<file path="src/rtl/boot_link_pkg.sv">
// Definitions shared by both ends of the serial boot-load link (sender and receiving loader).
package boot_link_pkg;

  localparam int unsigned UART_DATA_BITS = 8;
  localparam int unsigned UART_STOP_BITS = 1;
  localparam logic        UART_IDLE_LINE = 1'b1;

  typedef enum logic [2:0] {
    StIdle,
    StFetch,
    StCapture,
    StLoad,
    StWaitTx,
    StFinish
  } sender_state_e;

  typedef enum logic [1:0] {
    TxIdle,
    TxStart,
    TxData,
    TxStop
  } uart_tx_state_e;

endpackage

</file>
<file path="src/rtl/uart_tx.sv">
// 8N1 UART transmitter, LSB first. tx_ready is also high in the last stop cycle so a new
// frame can be loaded back-to-back with no idle gap.
module uart_tx
  import boot_link_pkg::*;
#(
  parameter int unsigned CLKS_PER_BIT = 87
) (
  input  logic       i_clk,
  input  logic       i_rst_n,
  input  logic       i_ce,
  input  logic       i_tx_load,
  input  logic [7:0] i_tx_data,
  output logic       o_tx_ready,
  output logic       o_tx
);

  localparam int unsigned STOP_CLKS = CLKS_PER_BIT * UART_STOP_BITS;
  localparam int unsigned CYC_W     = (STOP_CLKS > 1) ? $clog2(STOP_CLKS) : 1;
  localparam int unsigned BIT_W     = $clog2(UART_DATA_BITS);

  uart_tx_state_e   r_state, w_state_d;
  logic [CYC_W-1:0] r_cyc, w_cyc_d;
  logic [BIT_W-1:0] r_bit, w_bit_d;
  logic [7:0]       r_data, w_data_d;
  logic             r_tx, w_tx_d;
  logic             w_bit_end, w_stop_end;

  assign w_bit_end  = (r_cyc == CYC_W'(CLKS_PER_BIT - 1));
  assign w_stop_end = (r_cyc == CYC_W'(STOP_CLKS - 1));
  assign o_tx_ready = (r_state == TxIdle) || ((r_state == TxStop) && w_stop_end);
  assign o_tx       = r_tx;

  always_comb begin
    w_state_d = r_state;
    w_cyc_d   = r_cyc + CYC_W'(1);
    w_bit_d   = r_bit;
    w_data_d  = r_data;
    w_tx_d    = UART_IDLE_LINE;
    unique case (r_state)
      TxIdle: w_cyc_d = '0;
      TxStart: begin
        if (w_bit_end) begin
          w_state_d = TxData;
          w_cyc_d   = '0;
          w_bit_d   = '0;
        end
      end
      TxData: begin
        if (w_bit_end) begin
          w_cyc_d = '0;
          if (r_bit == BIT_W'(UART_DATA_BITS - 1)) begin
            w_state_d = TxStop;
          end else begin
            w_bit_d = r_bit + BIT_W'(1);
          end
        end
      end
      TxStop: begin
        if (w_stop_end) begin
          w_state_d = TxIdle;
          w_cyc_d   = '0;
        end
      end
      default: w_state_d = TxIdle;
    endcase
    if (i_tx_load && o_tx_ready) begin
      w_state_d = TxStart;
      w_cyc_d   = '0;
      w_bit_d   = '0;
      w_data_d  = i_tx_data;
    end
    // Line level is registered from the next state so tx is glitch-free.
    case (w_state_d)
      TxStart: w_tx_d = 1'b0;
      TxData:  w_tx_d = w_data_d[w_bit_d];
      default: w_tx_d = UART_IDLE_LINE;
    endcase
  end

  always_ff @(posedge i_clk) begin
    if (!i_rst_n) begin
      r_state <= TxIdle;
      r_cyc   <= '0;
      r_bit   <= '0;
      r_data  <= '0;
      r_tx    <= UART_IDLE_LINE;
    end else if (i_ce) begin
      r_state <= w_state_d;
      r_cyc   <= w_cyc_d;
      r_bit   <= w_bit_d;
      r_data  <= w_data_d;
      r_tx    <= w_tx_d;
    end
  end

endmodule

</file>
<file path="src/rtl/boot_sender.sv">
// Boot-image sender: streams `length` bytes from a synchronous memory as back-to-back 8N1 frames.
// Define BOOT_SENDER_CHECKSUM_EN to append one modulo-256 sum frame after the data bytes.
module boot_sender
  import boot_link_pkg::*;
#(
  parameter int unsigned CLKS_PER_BIT = 87,
  parameter int unsigned ADDR_W       = 8
) (
  input  logic              i_clk,
  input  logic              i_rst_n,
  input  logic              i_ce,
  input  logic              i_start,
  input  logic [ADDR_W:0]   i_length,
  output logic [ADDR_W-1:0] o_mem_addr,
  output logic              o_mem_re,
  input  logic [7:0]        i_mem_data,
  output logic              o_tx,
  output logic              o_busy,
  output logic              o_done
);

  // Holds 2^ADDR_W data bytes plus an optional checksum frame.
  localparam int unsigned CNT_W = ADDR_W + 2;

  sender_state_e    r_state, w_state_d;
  logic [CNT_W-1:0] r_count, w_count_d;
  logic [CNT_W-1:0] r_total, w_total_d, w_total_in;
  logic [7:0]       r_buf, w_buf_d, w_capture;
  logic             r_full, w_full_d;
  logic             w_is_chk, w_more, w_load_ok;
  logic             w_tx_load, w_tx_ready;

`ifdef BOOT_SENDER_CHECKSUM_EN
  logic [7:0] r_sum, w_sum_d;

  assign w_total_in = CNT_W'(i_length) + CNT_W'(1);
  assign w_is_chk   = (r_count == r_total - CNT_W'(1));
  assign w_capture  = w_is_chk ? r_sum : i_mem_data;

  always_comb begin
    w_sum_d = r_sum;
    if ((r_state == StIdle) && i_start) begin
      w_sum_d = '0;
    end else if ((r_state == StCapture) && !w_is_chk) begin
      w_sum_d = r_sum + i_mem_data;
    end
  end

  always_ff @(posedge i_clk) begin
    if (!i_rst_n) begin
      r_sum <= '0;
    end else if (i_ce) begin
      r_sum <= w_sum_d;
    end
  end
`else
  assign w_total_in = CNT_W'(i_length);
  assign w_is_chk   = 1'b0;
  assign w_capture  = i_mem_data;
`endif

  assign w_more     = (r_count + CNT_W'(1)) < r_total;
  assign w_load_ok  = w_tx_ready && ((r_state == StLoad) || ((r_state == StWaitTx) && r_full));
  assign o_mem_addr = r_count[ADDR_W-1:0];
  assign o_busy     = (r_state != StIdle) && (r_state != StFinish);
  assign o_done     = (r_state == StFinish);

  always_comb begin
    w_state_d = r_state;
    w_count_d = r_count;
    w_total_d = r_total;
    w_buf_d   = r_buf;
    w_full_d  = r_full;
    w_tx_load = 1'b0;
    o_mem_re  = 1'b0;
    unique case (r_state)
      StIdle: begin
        if (i_start) begin
          w_total_d = w_total_in;
          w_count_d = '0;
          w_full_d  = 1'b0;
          w_state_d = (w_total_in != '0) ? StFetch : StFinish;
        end
      end
      StFetch: begin
        o_mem_re  = !w_is_chk;
        w_state_d = StCapture;
      end
      StCapture: begin
        w_buf_d   = w_capture;
        w_full_d  = 1'b1;
        w_state_d = StLoad;
      end
      // Transmitter still busy: park with the buffer full until it frees up.
      StLoad: w_state_d = StWaitTx;
      StWaitTx: begin
        if (!r_full && w_tx_ready && (r_count == r_total)) w_state_d = StFinish;
      end
      StFinish: w_state_d = StIdle;
      default:  w_state_d = StIdle;
    endcase
    if (w_load_ok) begin
      w_tx_load = 1'b1;
      w_full_d  = 1'b0;
      w_count_d = r_count + CNT_W'(1);
      w_state_d = w_more ? StFetch : StWaitTx;
    end
  end

  always_ff @(posedge i_clk) begin
    if (!i_rst_n) begin
      r_state <= StIdle;
      r_count <= '0;
      r_total <= '0;
      r_buf   <= '0;
      r_full  <= 1'b0;
    end else if (i_ce) begin
      r_state <= w_state_d;
      r_count <= w_count_d;
      r_total <= w_total_d;
      r_buf   <= w_buf_d;
      r_full  <= w_full_d;
    end
  end

  uart_tx #(
    .CLKS_PER_BIT(CLKS_PER_BIT)
  ) u_uart_tx (
    .i_clk     (i_clk),
    .i_rst_n   (i_rst_n),
    .i_ce      (i_ce),
    .i_tx_load (w_tx_load),
    .i_tx_data (r_buf),
    .o_tx_ready(w_tx_ready),
    .o_tx      (o_tx)
  );

endmodule

</file>
<file path="config.mk">
export PLATFORM = sky130hd
export DESIGN_NAME = boot_sender
export DESIGN_NICKNAME = d
export VERILOG_FILES = /design/src/rtl/boot_link_pkg.sv /design/src/rtl/uart_tx.sv /design/src/rtl/boot_sender.sv
export SDC_FILE = /design/constraint.sdc
export NUM_CORES = 1
export LEC_CHECK = 0
export ABC_AREA = 1
export CAP_MARGIN = 25
export CORE_MARGIN = 8
export CORE_UTILIZATION = 45
export DETAILED_ROUTE_END_ITERATION = 8
export GPL_TIMING_DRIVEN = 0
export PLACE_DENSITY = 0.66
export SETUP_SLACK_MARGIN = 0.1
export SYNTH_ARGS = -nofsm -noshare
export SYNTH_HDL_FRONTEND = slang
export SYNTH_HIERARCHICAL = 1
export SYNTH_SLANG_ARGS = --single-unit
</file>
<file path="constraint.sdc">
create_clock -name i_clk -period 2.66 [get_ports i_clk]
set_input_delay 0.665 -clock i_clk [delete_from_list [all_inputs] [get_ports i_clk]]
set_output_delay 0.665 -clock i_clk [all_outputs]
set_load 0.1 [all_outputs]
</file>
==> flow_summary.toml <==
[global_route]
gr-total-overflow = 0
track_usage_pct = 15.2
grt_pass1_wl_mm = 12.6
grt_pass1_vias = 2825
antenna_found_initial = 0
grt_max_degree = 17

[sta]
post-route-period-util_pct = 91.6
fmax_ghz = 0.410
hold_ws_ps = 458
maxSlewViolCount = 0
fin_crit_ps = 2440
fin_tns_setup_ps = 0
rsz0062_at_grt = "true"
worst_pin_slew_ps = 968
slew_headroom_pct = 35.2
finalHoldViolCount = 0
setup_viol = 0
worst_slack_ps = 222
fin_skew_ps = 8.82

[synth]
yosys-top-cells-area = "dfxtp_1 (32%), nand2_1 (11%), inv_1 (8.0%)"
yosysUniqueCellTypes = 40
synth_top_cell_by_area = "dfxtp_1"
syn_area_sq_um = 3210
ys_seq_elements = 52
synthCells = 461
yosysSeqAreaShare_pct = 32.5
synth_top_cell_area_share_pct = 32.5
yosys_warnings = 6
avgSynthCellArea_sq_um = 6.95
synth_nets = 501

[worst_hold_path]
hold_path.class = "reg -> reg"

[placement]
portBuffers = 32
pre_cts_slack_ps = 115
detailed_place_hpwl_mm = 5.58
finalWeightedCongestion = 0.865

[cells_and_area]
regArea_sq_um = 1040
antenna_cells = 0
final_cell_mix = "nand2_1 (95), inv_1 (68), dfxtp_1 (50)"
area_growth_pct = 18.0
layout.cells.most_common = "nand2_1"
fin_nets = 541
drive_gt1_share_pct = 13.5
multi_input_area_sq_um = 1770
fillCellCount = 668

[worst_setup_path]
cpPeakStageDelay_ps = 1130
crit_arrival_ps = 1770
crit_path_end_kind = "output pin"
crit_required_ps = 2000
crit_slowest_cell = "clkdlybuf4s50_1"
critPathMaxFanout = 2
crit_chain = "clkdlybuf4s50_1"
cp_num_buf_inv = 1
crit_type = "reg -> out"
path_delay_family = "buffers and inverters"
critPathLaunchType = "register"

[floorplanning]
ioPinCount = 33
initial_core_util_pct = 46.9
die_h_microns = 100
die_w_microns = 100
core_area_sq_um = 6830
rows = 30
die_area_sq_um = 10100

[drt]
vias = 2942
drt-pass1-iter-count = 6
drt-met1-wl_mm = 3.34
top_layer = "met4"
route.detailed.drc = 0
initialDrtViolationCount = 118
met2_wirelength_mm = 3.60
wl_met3_microns = 296
wirelength_mm = 7.33
wl_per_cell_microns = 12.3
via_per_inst = 4.92
drtAntennaViolNets = 0

[clock_tree]
cts_tree = "done"
cts.root.buffer_cell = "clkbuf_8"
clk_pin_slew_ps = 100
clock_path_buffers = 2
cts_buffers = 5
hold_buffers = 0
cts.sinks = 52
clkLatencyLatePin_ps = 310
cts_max_level = 2

[pwr]
p_per_area_nw_per_um2 = 501
ir_drop_uv = 300
power.leakage_nw = 1.74

[status]
status = "finished, final reports clean"

[flow_run]
drv_cap = 0
[per-layer routing]
metal	vias up	GRT usage (%)
met3	8	3.53
met2	59	26.9
met4	0	4.30
met5	-	0
met1	1323	17.7
li1	1552	-
[worst paths after layout]
kind,cells after the start,to,slack (ps),start
min reg2reg,2,r_total[0],460,r_total[0]
max reg2reg,16,u_uart_tx/r_state[0],300,u_uart_tx/r_cyc[0]
max,1,o_tx,220,u_uart_tx/o_tx
min,2,r_total[0],460,r_total[0]
[flip-flops by register name (all words and copies together) (netlist names)]
register           cells
r_buf                  8
r_total                9
r_count               10
u_uart_tx/r_data       8
u_uart_tx/r_bit        3
r_state                3
u_uart_tx/r_cyc        7
r_full                 1
u_uart_tx/r_state      2
u_uart_tx/o_tx         1
[synthesized netlist by cell type]
cell,count
a211oi_1,1
nand3b_1,2
or2_2,2
nand3_2,2
nor3_2,2
nor3_1,5
nand2_4,3
o21ai_0,26
nand3_1,18
xnor2_1,1
inv_1,68
ha_1,19
o21ai_1,4
nor3b_1,1
inv_2,6
o311ai_0,1
dfxtp_1,52
clkinv_1,1
o211ai_1,9
a21oi_1,27
o21ai_2,7
a21oi_2,1
nand2_1,95
buf_4,8
o22ai_1,9
nor2_1,42
nand2_2,7
buf_6,2
buf_1,2
buf_2,4
nor2_4,3
nor2_2,2
clkinv_2,1
a31oi_1,1
nor4_1,1
nand4_1,8
or2_1,2
xor2_1,12
and2_1,1
clkbuf_1,3
[cells by family after synthesis]
kind of cell | share of synthesized area (%)
xor gates and xnor gates | 3.55
DFF | 32.5
AOI/OAI and AO/OA | 15.7
and+or+nand+nor | 28.2
adders and majority gates | 7.42
buffers and inverters | 12.7
[final cells by class]
cell class / count / share of cell area, %
timing repair buffer: 33 / 8.34
multi-input combinational: 314 / 46.9
sequential: 52 / 27.6
inverter: 76 / 7.58
buffer: 19 / 3.47
clock inverter: 3 / 1.12
tap: 96 / 3.18
clock buffer: 5 / 1.82
[where the power goes]
| part | switching [W] | leakage (nW) | internal, W |
|---|---|---|---|
| logic | 0.000317 | 1.26 | 0.000166 |
| registers | 0.0000360 | 0.425 | 0.000826 |
| clock network | 0.000270 | 0.0541 | 0.000279 |
| total | 0.000622 | 1.74 | 0.00127 |
[repair_timing]
item	in CTS	in global routing
pin swaps	0	1
setup endpoints to repair	11	10
setup buffers	0	1
resized for setup	15	10
[per-stage QoR]
| step | area, sq um | total power, W | util (%) | instances |
|---|---|---|---|---|
| floorplan | 3220 | 0.00123 | - | 461 |
| global placement | 3660 | 0.00136 | 53.5 | 589 |
| detailed placement | 3660 | 0.00136 | 53.5 | 589 |
| CTS | 3760 | 0.00191 | 55.0 | 597 |
| global route | 3780 | 0.00201 | 55.4 | 598 |
| finish | 3780 | 0.00189 | 55.4 | 598 |
(Power assumes the default switching activity.)
